<file path="src/rtl/mdu_issue_tracker.sv">
// Issue/completion tracker for the M-extension unit: MUL/DIV metadata pipes plus rd busy scoreboard.
// Optional build macro MDU_TRACKER_BYPASS_EN: an issue may depend on the register retiring this cycle.
module mdu_issue_tracker #(
  parameter int MUL_LAT  = 4,
  parameter int DIV_LAT  = 8,
  parameter int NUM_REGS = 32,
  parameter int RD_W     = 5
) (
  input  logic                clk,
  input  logic                rst_n,
  input  logic                issue_valid,
  input  logic                issue_is_mul,
  input  logic [2:0]          issue_funct3,
  input  logic [RD_W-1:0]     issue_rd,
  input  logic [RD_W-1:0]     issue_rs1,
  input  logic [RD_W-1:0]     issue_rs2,
  output logic                issue_ready,
  input  logic                flush,
  input  logic                wb_ready,
  output logic                wb_valid,
  output logic                wb_is_mul,
  output logic [2:0]          wb_funct3,
  output logic [RD_W-1:0]     wb_rd,
  output logic [NUM_REGS-1:0] busy_vec,
  output logic                mdu_busy
);

  // A MUL issued now would land on the same writeback cycle as a DIV sitting in this stage.
  localparam int SLOT_STG = DIV_LAT - MUL_LAT - 1;

  logic [MUL_LAT-1:0]  mul_v_q, mul_v_d;
  logic [2:0]          mul_f3_q [MUL_LAT];
  logic [2:0]          mul_f3_d [MUL_LAT];
  logic [RD_W-1:0]     mul_rd_q [MUL_LAT];
  logic [RD_W-1:0]     mul_rd_d [MUL_LAT];
  logic [DIV_LAT-1:0]  div_v_q, div_v_d;
  logic [2:0]          div_f3_q [DIV_LAT];
  logic [2:0]          div_f3_d [DIV_LAT];
  logic [RD_W-1:0]     div_rd_q [DIV_LAT];
  logic [RD_W-1:0]     div_rd_d [DIV_LAT];
  logic [NUM_REGS-1:0] busy_q, busy_d;
  logic [NUM_REGS-1:0] busy_chk, set_mask, ret_mask;
  logic                mul_last, div_last, stall, retire, hazard, accept;

  assign mul_last  = mul_v_q[MUL_LAT-1];
  assign div_last  = div_v_q[DIV_LAT-1];
  assign wb_valid  = mul_last | div_last;
  assign wb_is_mul = mul_last;
  assign wb_funct3 = mul_last ? mul_f3_q[MUL_LAT-1] : (div_last ? div_f3_q[DIV_LAT-1] : 3'd0);
  assign wb_rd     = mul_last ? mul_rd_q[MUL_LAT-1] : (div_last ? div_rd_q[DIV_LAT-1] : '0);
  assign busy_vec  = busy_q;
  assign mdu_busy  = (|mul_v_q) | (|div_v_q);

  assign stall  = wb_valid & ~wb_ready;
  assign retire = wb_valid & wb_ready;

  always_comb begin
    ret_mask = '0;
    if (retire && (wb_rd != '0)) ret_mask[wb_rd] = 1'b1;
  end

`ifdef MDU_TRACKER_BYPASS_EN
  assign busy_chk = busy_q & ~ret_mask;
`else
  assign busy_chk = busy_q;
`endif

  assign hazard = ((issue_rs1 != '0) & busy_chk[issue_rs1]) |
                  ((issue_rs2 != '0) & busy_chk[issue_rs2]) |
                  ((issue_rd  != '0) & busy_chk[issue_rd])  |
                  (issue_is_mul & div_v_q[SLOT_STG]);

  assign issue_ready = ~stall & ~flush & ~hazard;
  assign accept      = issue_valid & issue_ready;

  always_comb begin
    set_mask = '0;
    if (accept && (issue_rd != '0)) set_mask[issue_rd] = 1'b1;
  end

  always_comb begin
    mul_v_d  = mul_v_q;
    mul_f3_d = mul_f3_q;
    mul_rd_d = mul_rd_q;
    div_v_d  = div_v_q;
    div_f3_d = div_f3_q;
    div_rd_d = div_rd_q;
    busy_d   = busy_q;
    if (flush) begin
      mul_v_d = '0;
      div_v_d = '0;
      busy_d  = '0;
    end else if (!stall) begin
      for (int k = MUL_LAT - 1; k > 0; k--) begin
        mul_v_d[k]  = mul_v_q[k-1];
        mul_f3_d[k] = mul_f3_q[k-1];
        mul_rd_d[k] = mul_rd_q[k-1];
      end
      for (int k = DIV_LAT - 1; k > 0; k--) begin
        div_v_d[k]  = div_v_q[k-1];
        div_f3_d[k] = div_f3_q[k-1];
        div_rd_d[k] = div_rd_q[k-1];
      end
      mul_v_d[0]  = accept & issue_is_mul;
      mul_f3_d[0] = issue_funct3;
      mul_rd_d[0] = issue_rd;
      div_v_d[0]  = accept & ~issue_is_mul;
      div_f3_d[0] = issue_funct3;
      div_rd_d[0] = issue_rd;
      // Clear before set so an op re-targeting the retiring rd keeps the bit.
      busy_d = (busy_q & ~ret_mask) | set_mask;
    end
  end

  always_ff @(posedge clk or negedge rst_n) begin
    if (!rst_n) begin
      mul_v_q <= '0;
      div_v_q <= '0;
      busy_q  <= '0;
      for (int k = 0; k < MUL_LAT; k++) begin
        mul_f3_q[k] <= '0;
        mul_rd_q[k] <= '0;
      end
      for (int k = 0; k < DIV_LAT; k++) begin
        div_f3_q[k] <= '0;
        div_rd_q[k] <= '0;
      end
    end else begin
      mul_v_q  <= mul_v_d;
      mul_f3_q <= mul_f3_d;
      mul_rd_q <= mul_rd_d;
      div_v_q  <= div_v_d;
      div_f3_q <= div_f3_d;
      div_rd_q <= div_rd_d;
      busy_q   <= busy_d;
    end
  end

  a_no_wb_collision: assert property (@(posedge clk) disable iff (!rst_n) !(mul_last && div_last));

endmodule

</file>
<file path="config.mk">
export PLATFORM = sky130hd
export DESIGN_NAME = mdu_issue_tracker
export DESIGN_NICKNAME = d
export VERILOG_FILES = /design/src/rtl/mdu_issue_tracker.sv
export SDC_FILE = /design/constraint.sdc
export NUM_CORES = 1
export LEC_CHECK = 0
export BUFFER_PORTS_ARGS = -buffer_cell sky130_fd_sc_hd__buf_2
export CAP_MARGIN = 20
export CORE_UTILIZATION = 30
export CTS_BUF_LIST = sky130_fd_sc_hd__clkbuf_16
export DETAILED_ROUTE_END_ITERATION = 8
export GPL_ROUTABILITY_DRIVEN = 0
export GPL_TIMING_DRIVEN = 0
export PLACE_DENSITY = 0.51
export SYNTH_ARGS = -nofsm -noshare
export SYNTH_HDL_FRONTEND = slang
export SYNTH_SLANG_ARGS = --single-unit
</file>
<file path="constraint.sdc">
create_clock -name clk -period 6.27 [get_ports clk]
set_input_delay 0 -clock clk [delete_from_list [all_inputs] [get_ports clk]]
set_output_delay 0 -clock clk [all_outputs]
set_load 0.01 [all_outputs]
</file>
; ---- Word-level counts from Yosys, hierarchy flattened
; Index checks and enable logic that the tools add are counted.
[classes]
add_sub_neg = 0
n_mul = 0
div = 0
order_cmp = 6
eq_ne = 1
n_shift = 0
muxes = 22
bitwise = 24
n_reduce_logical = 11
[ops]
columns = op, n
row1 = $mux W32, 4
row2 = $and A32 B32 Y32, 1
row3 = $not A32 Y32, 1
row4 = $or A32 B32 Y32, 1
row5 = $lt A5 B6 Y1 const B, 4
row6 = $reduce_bool A5 Y1, 4
row7 = $mux W8, 2
row8 = $bmux W1 S5, 3
row9 = $and A1 B1 Y1, 11
row10 = $demux W1 S5, 2
row11 = $ge A5 B1 Y1 const B, 2
row12 = $mux W5, 2
row13 = $mux W4, 2
row14 = $reduce_or A8 Y1, 1
row15 = $mux W3, 2
row16 = $mux W1, 5
row17 = $not A1 Y1, 5
row18 = $or A1 B1 Y1, 5
row19 = $logic_and A1 B1 Y1, 4
row20 = $reduce_or A4 Y1, 1
row21 = $ne A2 B2 Y1 const B, 1
row22 = $reduce_and A2 Y1, 1
[word_totals]
ff_bits = 108
latchBits = 0
ram_bits = 0
rom_bits = 0
in_bits = 24
out_inout_bits = 44
n_memories = 0

; ---- Logic depth before layout (Yosys ltp)
; Gate-level depths: netlist (run 1).
[logic_depth]
depth_word = 14
mapped_depth = 9

; ---- Worst setup path before layout (run 1)
; Ideal clock, no wire load.
[synth_path]
path_type = register -> register
startpoint = register div_v_q[7]
endpoint = register busy_q[12] (netlist: busy_vec[12])
arrival_ns = 2.068
t_required_ns = 6.130
slack_ns = 4.062
stages_incl_launch_ff = 9
path_buffers = 1
period_less_slack_ns = 2.208
path_cell_list = dfrtp_1 > nor2b_1 > clkbuf_1 > a22oi_1 > inv_1 > nor3_1 > nand2b_1 > o311ai_0 > o41ai_1
[synth_via]
elab_chain_cells = 12
elab_cells_between_ends = 25
classes_between = order compare: 2 / eq/ne: 1 / mux: 8 / bitwise: 10 / reduce/logical: 4
[synth_lines]
columns = item, line
row1 = start: declaration, 36  ; logic [DIV_LAT-1:0] div_v_q, div_v_d;
row2 = start signal: assignment, 132  ; div_v_q <= div_v_d;
row3 = $mux W5 * (2 in a row), 50  ; assign wb_rd = mul_last ? mul_rd_q[MUL_LAT-1] : (div_last ? div_rd_q[DIV_LAT-1] : '0);
row4 = net wb_rd[0], 23  ; output logic [RD_W-1:0] wb_rd,
row5 = $lt A5 B6 Y1 (implied by the code) or $ge A5 B1 Y1 (tied branches), 59  ; if (retire && (wb_rd != '0)) ret_mask[wb_rd] = 1'b1;
row6 = $logic_and A1 B1 Y1 (implied by the code), 59
row7 = $mux W1 (implied by the code), 59
row8 = $demux W1 S5, 59
row9 = $mux W32 *, 59
row10 = $not A32 Y32 *, 111  ; busy_d = (busy_q & ~ret_mask) | set_mask;
row11 = $and A32 B32 Y32 *, 111
row12 = $or A32 B32 Y32 *, 111
row13 = $mux W32 *, 93  ; end else if (!stall) begin
row14 = $mux W32 *, 89  ; if (flush) begin
row15 = end signal: assignment, 135  ; busy_q <= busy_d;
row16 = end: declaration, 41  ; logic [NUM_REGS-1:0] busy_q, busy_d;
; Mark *: on every way through the listed nets, which the timed path passes. The rest lies on a longest branch. The select of a mux whose other input is x is not followed.
; A chain may end at the register's enable or synchronous reset.

; ---- Worst setup path in the final report (run 1)
[layout_path]
startpoint = register mul_v_q[3]
endpoint = register busy_q[17] (netlist: busy_vec[17])
[layout_via]
elab_chain_cells = 11
elab_cells_between_ends = 24
classes_between = order compare: 2 / eq/ne: 1 / mux: 7 / bitwise: 10 / reduce/logical: 4
[layout_lines]
columns = item, line
row1 = start: declaration, 31  ; logic [MUL_LAT-1:0] mul_v_q, mul_v_d;
row2 = start signal: assignment, 129  ; mul_v_q <= mul_v_d;
row3 = $mux W5 or $or A1 B1 Y1 (tied branches), "50, 47"
row4 = $lt A5 B6 Y1 (implied by the code) (tied with other cells), 59
row5 = $logic_and A1 B1 Y1 (implied by the code) or $not A1 Y1 (tied branches), -
row6 = $mux W1 (implied by the code) or $and A1 B1 Y1 (tied branches), "59, 73"
row7 = $demux W1 S5 or $and A1 B1 Y1 (tied branches), "59, 73"
row8 = $mux W32 or $and A1 B1 Y1 (tied branches), "59, 74"
row9 = $not A32 Y32 or $logic_and A1 B1 Y1 (tied branches), "111, 78"
row10 = $and A32 B32 Y32 or $mux W32 (tied branches), "111, 78"
row11 = $or A32 B32 Y32, 111
row12 = $mux W32, 93
row13 = $mux W32, 89
; Several ways; a longest one is shown, not always the timed one. The select of a mux whose other input is x is not followed.

==> key figures, run 1 <==
Synthesis
  • Net Count, Synth: 636
  • Post-Syn Area: 0.00571 mm²
  • Asr flop ratio synth: 1.00
  • Register area share after synthesis: 0.473
  • Most used DFF post-synth: dfrtp_1
  • YS warnings: 0
  • Number of synthesized flops with an enable pin: 0
  • Post-Syn Area per Cell: 9.33 µm²
  • Synth Register Bits: 108
  • Distinct cells, synth: 53
  • Synthesized instance count: 612

GRT
  • Grt ovf: 0
  • GR Layer Usage met1: 0.229
  • First-pass GRT wire length: 26800 µm
  • Routing usage on met3: 0.0369
  • Met2 track demand over resource: 0.291
  • Vias in the first global route: 4921
  • GRT Resource Usage Total: 0.177
  • Initial antenna violation count: 0
  • GR peak layer: met2
  • Largest net degree at the start of global routing: 63

Power
  • PD cells: 224 mW/mm²
  • Pleak: 0.00325 µW
  • Peak VDD IR: 0.201 mV

Timing
  • Ratio of final minimum period to clock period: 0.497
  • Clock Skews: 0.00793 ns
  • Max_slew headroom: 0.426
  • Finish-stage setup viols: 0
  • TNS Setup: 0 ns
  • Slew Limit Fails: 0
  • Fmax: 321 MHz
  • Min Tclk post-route: 3.12 ns
  • Slew of the pin with the lowest slew margin: 0.852 ns
  • Final worst slack: 3.15 ns
  • RSZ-0062 raised after global routing: false
  • Final Hold Viols: 0

Setup path
  • Cell Chain, Critical Path: nor2b_1 > clkbuf_1 > a22oi_1 > inv_1 > nor3_1 > a21oi_1 > o21ai_0 > o41ai_1
  • R2R setup slack: 3.15 ns
  • WP data required: 6.49 ns
  • CP endpoint kind: register
  • Crit path launch type: register
  • CP top delay family: compound AO/OA/AOI/OAI gates
  • Crit Path Category: register to register
  • Worst path max stage delay: 0.72 ns
  • Worst-path maximum fanout: 8
  • Critical Path AT: 3.34 ns
  • CP Buf/Inv Count: 2
  • CP max stage cell: nor3_1
  • R2R depth: 8
  • CP Depth: 8

Die
  • Cell Rows: 50
  • Die ar.: 0.0196 mm²
  • Die Wd: 140 µm
  • Initial Util: 0.305
  • Die Ht: 140 µm
  • Core area: 0.0187 mm²
  • I/O Pins: 68

Clocking
  • Post-CTS sizing: 0
  • CTS H-Tree Depth: 3
  • CTS clock-pin slew for the worst setup and hold paths: 0.07 ns
  • TritonCTS Sinks: 108
  • CTS tree: done
  • Num CTS Buffers: 9
  • Post-CTS setup buffer count: 0
  • Clk buf depth: 2
  • Worst skew pair latency: 0.35 ns
  • Root buffer cell: clkbuf_16

Hold path
  • Hold crit path type: input port to register
  • WHS Path Cells: 4

Drt
  • Post-route ant nets: 0
  • WL per Instance: 18.1 µm
  • DR iter-0 viols: 346
  • DRC Markers: 0
  • Routed via count: 5042
  • DRT Pass-1 Iters: 5
  • Via density per instance: 5.42
  • Final WL: 16900 µm

Cells and area
  • Final nets: 717
  • Commonest non-fill, non-tap cell in the layout: nand2_1
  • Diode count: 0
  • Synthesis-to-layout area growth: 16.7%
  • Most frequent cells in the layout: 204 x nand2_1, 108 x dfrtp_1, 65 x buf_2
  • Share of layout cells above drive strength 1: 0.188

Placement
  • IO Port Bufs: 63
  • Setup WS pre-CTS: 3.25 ns
  • Hpwl dp: 12400 µm

Run
  • Max-cap violation count: 0

Outcome
  • Status: finished clean
final cells by class:
cell class,count,area [µm²]
plain buffers,42,268
clock buffers,9,225
clock inverters,5,30.0
fillers,1933,12000
inverters,16,60.1
multi-input cells,446,2680
flip-flops and latches,108,2700
well taps,234,293
repair buffers,70,405
cell families after synthesis:
family                 after synthesis  share of synthesized area
muxes                               39                     0.0877
and+or+nand+nor                    270                      0.210
AOI/OAI and AO/OA                  137                      0.171
buffers and inverters               58                     0.0574
DFF                                108                      0.473
worst register-to-register path: cells and delay by family (launching register included):
family,cells,cell delay [ns]
AOI/OAI and AO/OA,4,1.16
buffers and inverters,2,0.52
DFF,1,0.51
and+or+nand+nor,2,0.80
routing by layer:
layer / share of wire / vias up
met1: 0.44 / 2472
met4: 0.022 / 0
met3: 0.064 / 28
met2: 0.47 / 205
met5: 0 / -
li1: - / 2337
synthesized netlist by cell type, drive strengths merged, types with 3 or more instances:
cell      n  area share
o22ai     5      0.0055
nand2b    4      0.0044
nand3b    6      0.0092
or2b      4      0.0061
buf      16       0.020
or3       3      0.0035
a22o     13       0.020
inv      16       0.011
clkbuf   25       0.025
dfrtp   108        0.47
or2       4      0.0044
mux4      8       0.032
o311ai    5      0.0077
mux2      8       0.016
nor4      6      0.0092
nor2     10      0.0066
o41ai    31       0.048
o21ai    33       0.030
o211ai    3      0.0039
nand4     3      0.0044
nand2   204        0.13
nor3     14       0.012
a31oi     7      0.0077
mux2i    23       0.040
a22oi     4      0.0053
nand3     6      0.0075
o22a      3      0.0048
a21oi    23       0.020
o32ai     3      0.0046
state kept, by name, indices dropped and copies added (netlist names):
name and count:
div_rd_q 35, busy_vec 32, div_f3_q 24, div_v_q 8, mul_rd_q 5, mul_v_q 4
stage by stage:
stage | hold slack (ns) | instance area (µm²) | utilization | total power [µW] | cells
after floorplan | -0.296 | 5710 | - | 915 | 612
after global placement | 0.193 | 6320 | 0.338 | 980 | 909
after detailed placement | 0.0642 | 6350 | 0.339 | 988 | 910
after CTS | 0.0868 | 6660 | 0.356 | 1510 | 930
after global routing | 0.118 | 6660 | 0.356 | 1560 | 930
final | 0.103 | 6660 | 0.356 | 1490 | 930
path summary, 6_finish.rpt:
kind                                   start           end
min in group asynchronous              rst_n   div_f3_q[6]
worst min register to register  div_rd_q[29]   mul_rd_q[4]
worst max-delay path              mul_v_q[3]  busy_vec[17]
max in group asynchronous              rst_n  busy_vec[10]
worst max register to register    mul_v_q[3]  busy_vec[17]
worst min-delay path             issue_rd[3]  div_rd_q[38]
repair_timing:
action	4_1_cts	5_1_grt
hold buffers	6	0
endpoints found under the hold margin	52	0
endpoints found under the setup margin	0	0
report_power, final:
group | internal, µW | switching [µW]
logic | 67.7 | 118
clock network | 264 | 254
registers | 755 | 35.3
Power figures use the tool's default switching activity.
==> run 2: changes to the inputs <==
clock period = 2.9 ns   (was 6.27 ns; I/O delays follow)
==> run 2 against run 1 <==
Against the previous run:
- count of clock-buffer cells in the layout stayed put
- total power is 120% higher
- highest routed layer unchanged
- global-route usage hardly changed
- register-to-register slack worse by 3.1 ns
- cell count is 0.43% higher
- largest cell class unchanged
- sequential share of layout area is 0.28 points lower
- utilization is 0.25 points higher
- fmax is 11% higher
- setup slack worse by 3.1 ns
==> key figures, run 2 (synthesis results as in run 1) <==
Power
  • Peak VDD IR: 0.434 mV
  • Combinational power share: 0.124
  • Net Sw Frac: 0.274
  • Pleak: 0.00327 µW
  • Flop pwr share: 0.529
  • PD cells: 482 mW/mm²
  • Clock power frac: 0.347
  • Psw: 885 µW
  • Internal: 2350 µW

Timing
  • Slew of the pin with the lowest slew margin: 0.846 ns
  • Finish-stage setup viols: 0
  • RSZ-0062 raised after global routing: true
  • Max_slew headroom: 0.431
  • Clock Skews: 0.00651 ns
  • Min Tclk post-route: 2.81 ns
  • Fmax: 356 MHz
  • Slew Limit Fails: 0
  • Ratio of final minimum period to clock period: 0.969
  • Final Hold Viols: 0

Cells and area
  • Final nets: 721
  • Largest Register: div_rd_q
  • Synthesis-to-layout area growth: 17.5%
  • Diode count: 0
  • Max reg flops: 35
  • Finished Core Util: 0.359
  • Final-layout fill cell count: 1931
  • Most frequent cells in the layout: 204 x nand2_1, 108 x dfrtp_1, 65 x buf_2
  • Share of layout cells above drive strength 1: 0.199
  • Design Area, Final: 0.00671 mm²
  • Commonest non-fill, non-tap cell in the layout: nand2_1

Setup path
  • Cell Chain, Critical Path: nor2b_1 > clkbuf_1 > a22oi_1 > nor4_1 > a31oi_1 > o21ai_0 > o41ai_1
  • Worst-path maximum fanout: 7
  • Crit Path Category: register to register
  • WP data required: 3.13 ns
  • CP Buf/Inv Count: 1
  • Critical Path AT: 3.04 ns
  • CP Depth: 7
  • CP top delay family: simple AND/OR/NAND/NOR gates
  • Worst setup path startpoint: mul_v_q[3]
  • R2R depth: 7
  • CP max stage cell: nor4_1
  • CP endpoint kind: register
  • Crit path launch type: register
  • RR Startpoint: mul_v_q[3]
  • Worst path max stage delay: 0.79 ns

GRT
  • GR Layer Usage met1: 0.230
  • Initial antenna violation count: 0
  • First-pass GRT wire length: 26800 µm
  • Largest net degree at the start of global routing: 63
  • Met2 track demand over resource: 0.289
  • GRT Resource Usage Total: 0.177
  • Routing usage on met3: 0.0369
  • Grt ovf: 0
  • Vias in the first global route: 4921
  • GR peak layer: met2

Drt
  • Post-route ant nets: 0
  • WL per Instance: 18.0 µm
  • DRT Pass-1 Iters: 5
  • DR iter-0 viols: 339
  • Via density per instance: 5.38
  • Routed via count: 5022
  • DRC Markers: 0
  • Final WL: 16800 µm

Die
  • Die ar.: 0.0196 mm²
  • Die Wd: 140 µm
  • Die Ht: 140 µm
  • Cell Rows: 50
  • Initial Util: 0.305
  • Core area: 0.0187 mm²
  • I/O Pins: 68

Clocking
  • TritonCTS Sinks: 108
  • Worst skew pair latency: 0.35 ns
  • Clk buf depth: 2
  • CTS clock-pin slew for the worst setup and hold paths: 0.07 ns
  • CTS H-Tree Depth: 3
  • Num CTS Buffers: 9
  • Root buffer cell: clkbuf_16
  • CTS tree: done

Placement
  • IO Port Bufs: 63
  • DP Area: 0.00635 mm²
  • Hpwl dp: 12400 µm

Run
  • Max-cap violation count: 0

Hold path
  • Worst hold start: issue_rd[3]
  • Hold crit path type: input port to register
  • WHS Path Cells: 4

Outcome
  • Status: finished clean
-- run 2: cell count changes in the layout (fill, tap and decap cells not counted), sizes merged --
cell and delta:
buf +4
-- run 2: metrics by stage --
| step | hold WS [ns] | setup WS (ns) | cells | TNS, ns | power, µW |
|---|---|---|---|---|---|
| after global routing | 0.118 | -0.0453 | 934 | -0.0934 | 3380 |
| after floorplan | -0.296 | 0.692 | 612 | 0 | 1980 |
| after CTS | 0.0868 | 0.0394 | 930 | 0 | 3270 |
| final | 0.102 | 0.0910 | 934 | 0 | 3240 |
| after detailed placement | 0.0642 | -0.117 | 910 | -0.578 | 2140 |
| after global placement | 0.193 | -0.114 | 909 | -0.561 | 2120 |
-- run 2: power groups by stage --
stage | clock [µW] | combinational [µW] | sequential [µW]
final | 1120 | 401 | 1710
after global routing | 1200 | 454 | 1730
after CTS | 1150 | 406 | 1710
after detailed placement | 0 | 397 | 1740
after global placement | 0 | 385 | 1740
after floorplan | 0 | 262 | 1720
-- run 2: worst paths after layout --
kind	to	slack (ns)
worst max-delay path	busy_vec[29]	0.09
worst max register to register	busy_vec[29]	0.09
worst min-delay path	div_rd_q[38]	0.10
min in group asynchronous	div_f3_q[6]	0.20
max in group asynchronous	busy_vec[10]	1.98
worst min register to register	mul_rd_q[4]	0.47
-- run 2: area by class of cell --
cell class	instances	area [µm²]	area share
Buffer	42	269	0.0401
Inverter	16	60.1	0.00895
Timing Repair Buffer	74	435	0.0649
Clock inverter	5	30.0	0.00448
Tap cell	234	293	0.0436
Multi-Input combinational cell	446	2690	0.401
Clock buffer	9	225	0.0336
Sequential cell	108	2700	0.403
-- run 2: repair_timing --
item / in CTS / in global routing
setup endpoints to repair: 16 / 75
pin swaps: 0 / 2
resized for setup: 2 / 3
hold buffers: 6 / 0
endpoints found under the hold margin: 52 / 0
setup buffers: 0 / 4
-- run 2: layer usage --
layer	wire length [µm]	up-vias
met5	0	-
met4	391	0
met3	987	27
met2	7870	191
met1	7580	2465
li1	-	2339
-- run 2: worst register-to-register path, delay by kind of cell, from the launching register on --
kind	cells	cell delay (ns)
AOI/OAI and AO/OA	4	0.77
and+or+nand+nor	2	0.94
buffers and inverters	1	0.45
DFF	1	0.51
==> run 3: changes to the inputs <==
BUFFER_PORTS_ARGS = default   (was -buffer_cell sky130_fd_sc_hd__buf_2)
DONT_BUFFER_PORTS = 1   (was default)
PLACE_DENSITY = 0.48   (was 0.51)
==> run 3 against run 2 <==
Against the previous run:
- wire length rose by 3.6%
- sequential cell count unchanged
- critical path type unchanged
- setup slack better by 0.13 ns
==> key figures, run 3 (synthesis results as in run 1) <==
Setup path
  • Cell Chain, Critical Path: mux2i_1 > o32ai_1 > or4_4 > a311oi_4 > nand4_2 > o41ai_1
  • CP max stage cell: or4_4
  • Worst-path maximum fanout: 9
  • Worst path max stage delay: 0.53 ns
  • Critical Path AT: 2.90 ns
  • CP endpoint kind: register
  • Crit Path Category: register to register
  • Crit path launch type: register
  • WP data required: 3.13 ns

Drt
  • Via density per instance: 5.48
  • Routed via count: 4805
  • WL per Instance: 19.9 µm
  • Post-route ant nets: 0
  • DRT Pass-1 Iters: 5
  • Final WL: 17400 µm
  • DR iter-0 viols: 360
  • DRC Markers: 0

Placement
  • Hpwl dp: 12400 µm
  • Setup WS pre-CTS: -0.156 ns
  • DP Area: 0.00600 mm²
  • IO Port Bufs: 0
  • Dpl cells: 846

GRT
  • Initial antenna violation count: 0
  • First-pass GRT wire length: 27800 µm
  • Grt ovf: 0
  • Largest net degree at the start of global routing: 109
  • Vias in the first global route: 4818
  • GRT Resource Usage Total: 0.185

Timing
  • Slew Limit Fails: 0
  • Fmax: 374 MHz
  • Ratio of final minimum period to clock period: 0.923
  • RSZ-0062 raised after global routing: false
  • Slew of the pin with the lowest slew margin: 0.804 ns
  • Final Hold Viols: 0
  • Finish-stage setup viols: 0
  • Final worst slack: 0.223 ns
  • Max_slew headroom: 0.458
  • Min Tclk post-route: 2.68 ns
  • Clock Skews: 0.00891 ns

Cells and area
  • Design Area, Final: 0.00651 mm²
  • Register area: 0.00270 mm²
  • Finished Core Util: 0.348
  • Final-layout fill cell count: 1910
  • Share of layout cells above drive strength 1: 0.134
  • Most frequent cells in the layout: 204 x nand2_1, 108 x dfrtp_1, 32 x o21ai_0
  • Largest Register: div_rd_q
  • Commonest non-fill, non-tap cell in the layout: nand2_1
  • Max reg flops: 35
  • Diode count: 0
  • Non-Filler Instances: 877
  • Area of the multi-input gates: 0.00272 mm²
  • Synthesis-to-layout area growth: 14.0%
  • Final nets: 662

Clocking
  • TritonCTS Sinks: 108
  • CTS clock-pin slew for the worst setup and hold paths: 0.07 ns
  • Clk buf depth: 2
  • CTS tree: done
  • Num CTS Buffers: 9
  • Worst skew pair latency: 0.36 ns
  • CTS H-Tree Depth: 3
  • Root buffer cell: clkbuf_16

Die
  • Die ar.: 0.0196 mm²
  • Cell Rows: 50
  • Core area: 0.0187 mm²
  • I/O Pins: 68
  • Die Wd: 140 µm
  • Die Ht: 140 µm
  • Initial Util: 0.305

Outcome
  • Status: finished clean

Power
  • Peak VDD IR: 0.373 mV
  • Pleak: 0.00300 µW
  • PD cells: 514 mW/mm²
  • Tot Pwr: 3350 µW

Hold path
  • Hold crit path type: input port to register

Run
  • Max-cap violation count: 0
run 3: repair_timing:
action	in CTS	in global routing
gates resized for setup	5	7
hold buffers	11	0
endpoints found under the hold margin	134	0
pin swaps	0	2
setup endpoints to repair	17	24
buffers inserted	0	4
run 3: worst max-delay path: cells and delay by family, from the launching register on:
kind / cells / cell delay, ns
flip-flops: 1 / 0.51
AO/OA/AOI/OAI: 3 / 0.93
multiplexers: 1 / 0.23
AND/OR/NAND/NOR: 2 / 0.88
run 3: cell type report:
class / instances / area share
buffer: 42 / 0.0415
clock buffer: 9 / 0.0346
clock inverter: 7 / 0.0115
inverter: 16 / 0.00923
multi-input combinational: 446 / 0.419
sequential: 108 / 0.415
tap: 234 / 0.0450
timing repair buffer: 15 / 0.0242
run 3: worst paths after layout:
check	startpoint	to	slack, ns	cells past startpoint
setup / recovery	busy_vec[20]	busy_vec[12]	0.22	6
hold / removal	issue_rd[4]	div_rd_q[39]	0.02	3
setup reg to reg	busy_vec[20]	busy_vec[12]	0.22	6
hold reg to reg	div_rd_q[16]	div_rd_q[11]	0.46	2
max in group asynchronous	rst_n	div_f3_q[17]	2.20	2
min in group asynchronous	rst_n	busy_vec[9]	0.29	2
run 3: where the power goes:
group | internal, µW | switching [µW] | leakage (µW)
Clock | 679 | 573 | 0.000155
Combinational | 138 | 243 | 0.00141
Sequential | 1630 | 82.2 | 0.00144
run 3: layer usage:
metal,GRT usage,vias to the layer above,wire length [µm]
met3,0.0509,18,1010
met2,0.306,134,8360
met5,0,-,0
met4,0.0549,0,267
met1,0.234,2419,7800
li1,-,2234,-
run 3: metrics by stage:
| step | hold slack [ns] | setup TNS [ns] |
|---|---|---|
| 2_1_floorplan | -0.296 | 0 |
| 3_3_place_gp | -0.292 | -0.0816 |
| 3_5_place_dp | -0.288 | -0.674 |
| 4_1_cts | 0.00402 | -0.0256 |
| 5_1_grt | 0.0288 | 0 |
| 6_report | 0.0210 | 0 |
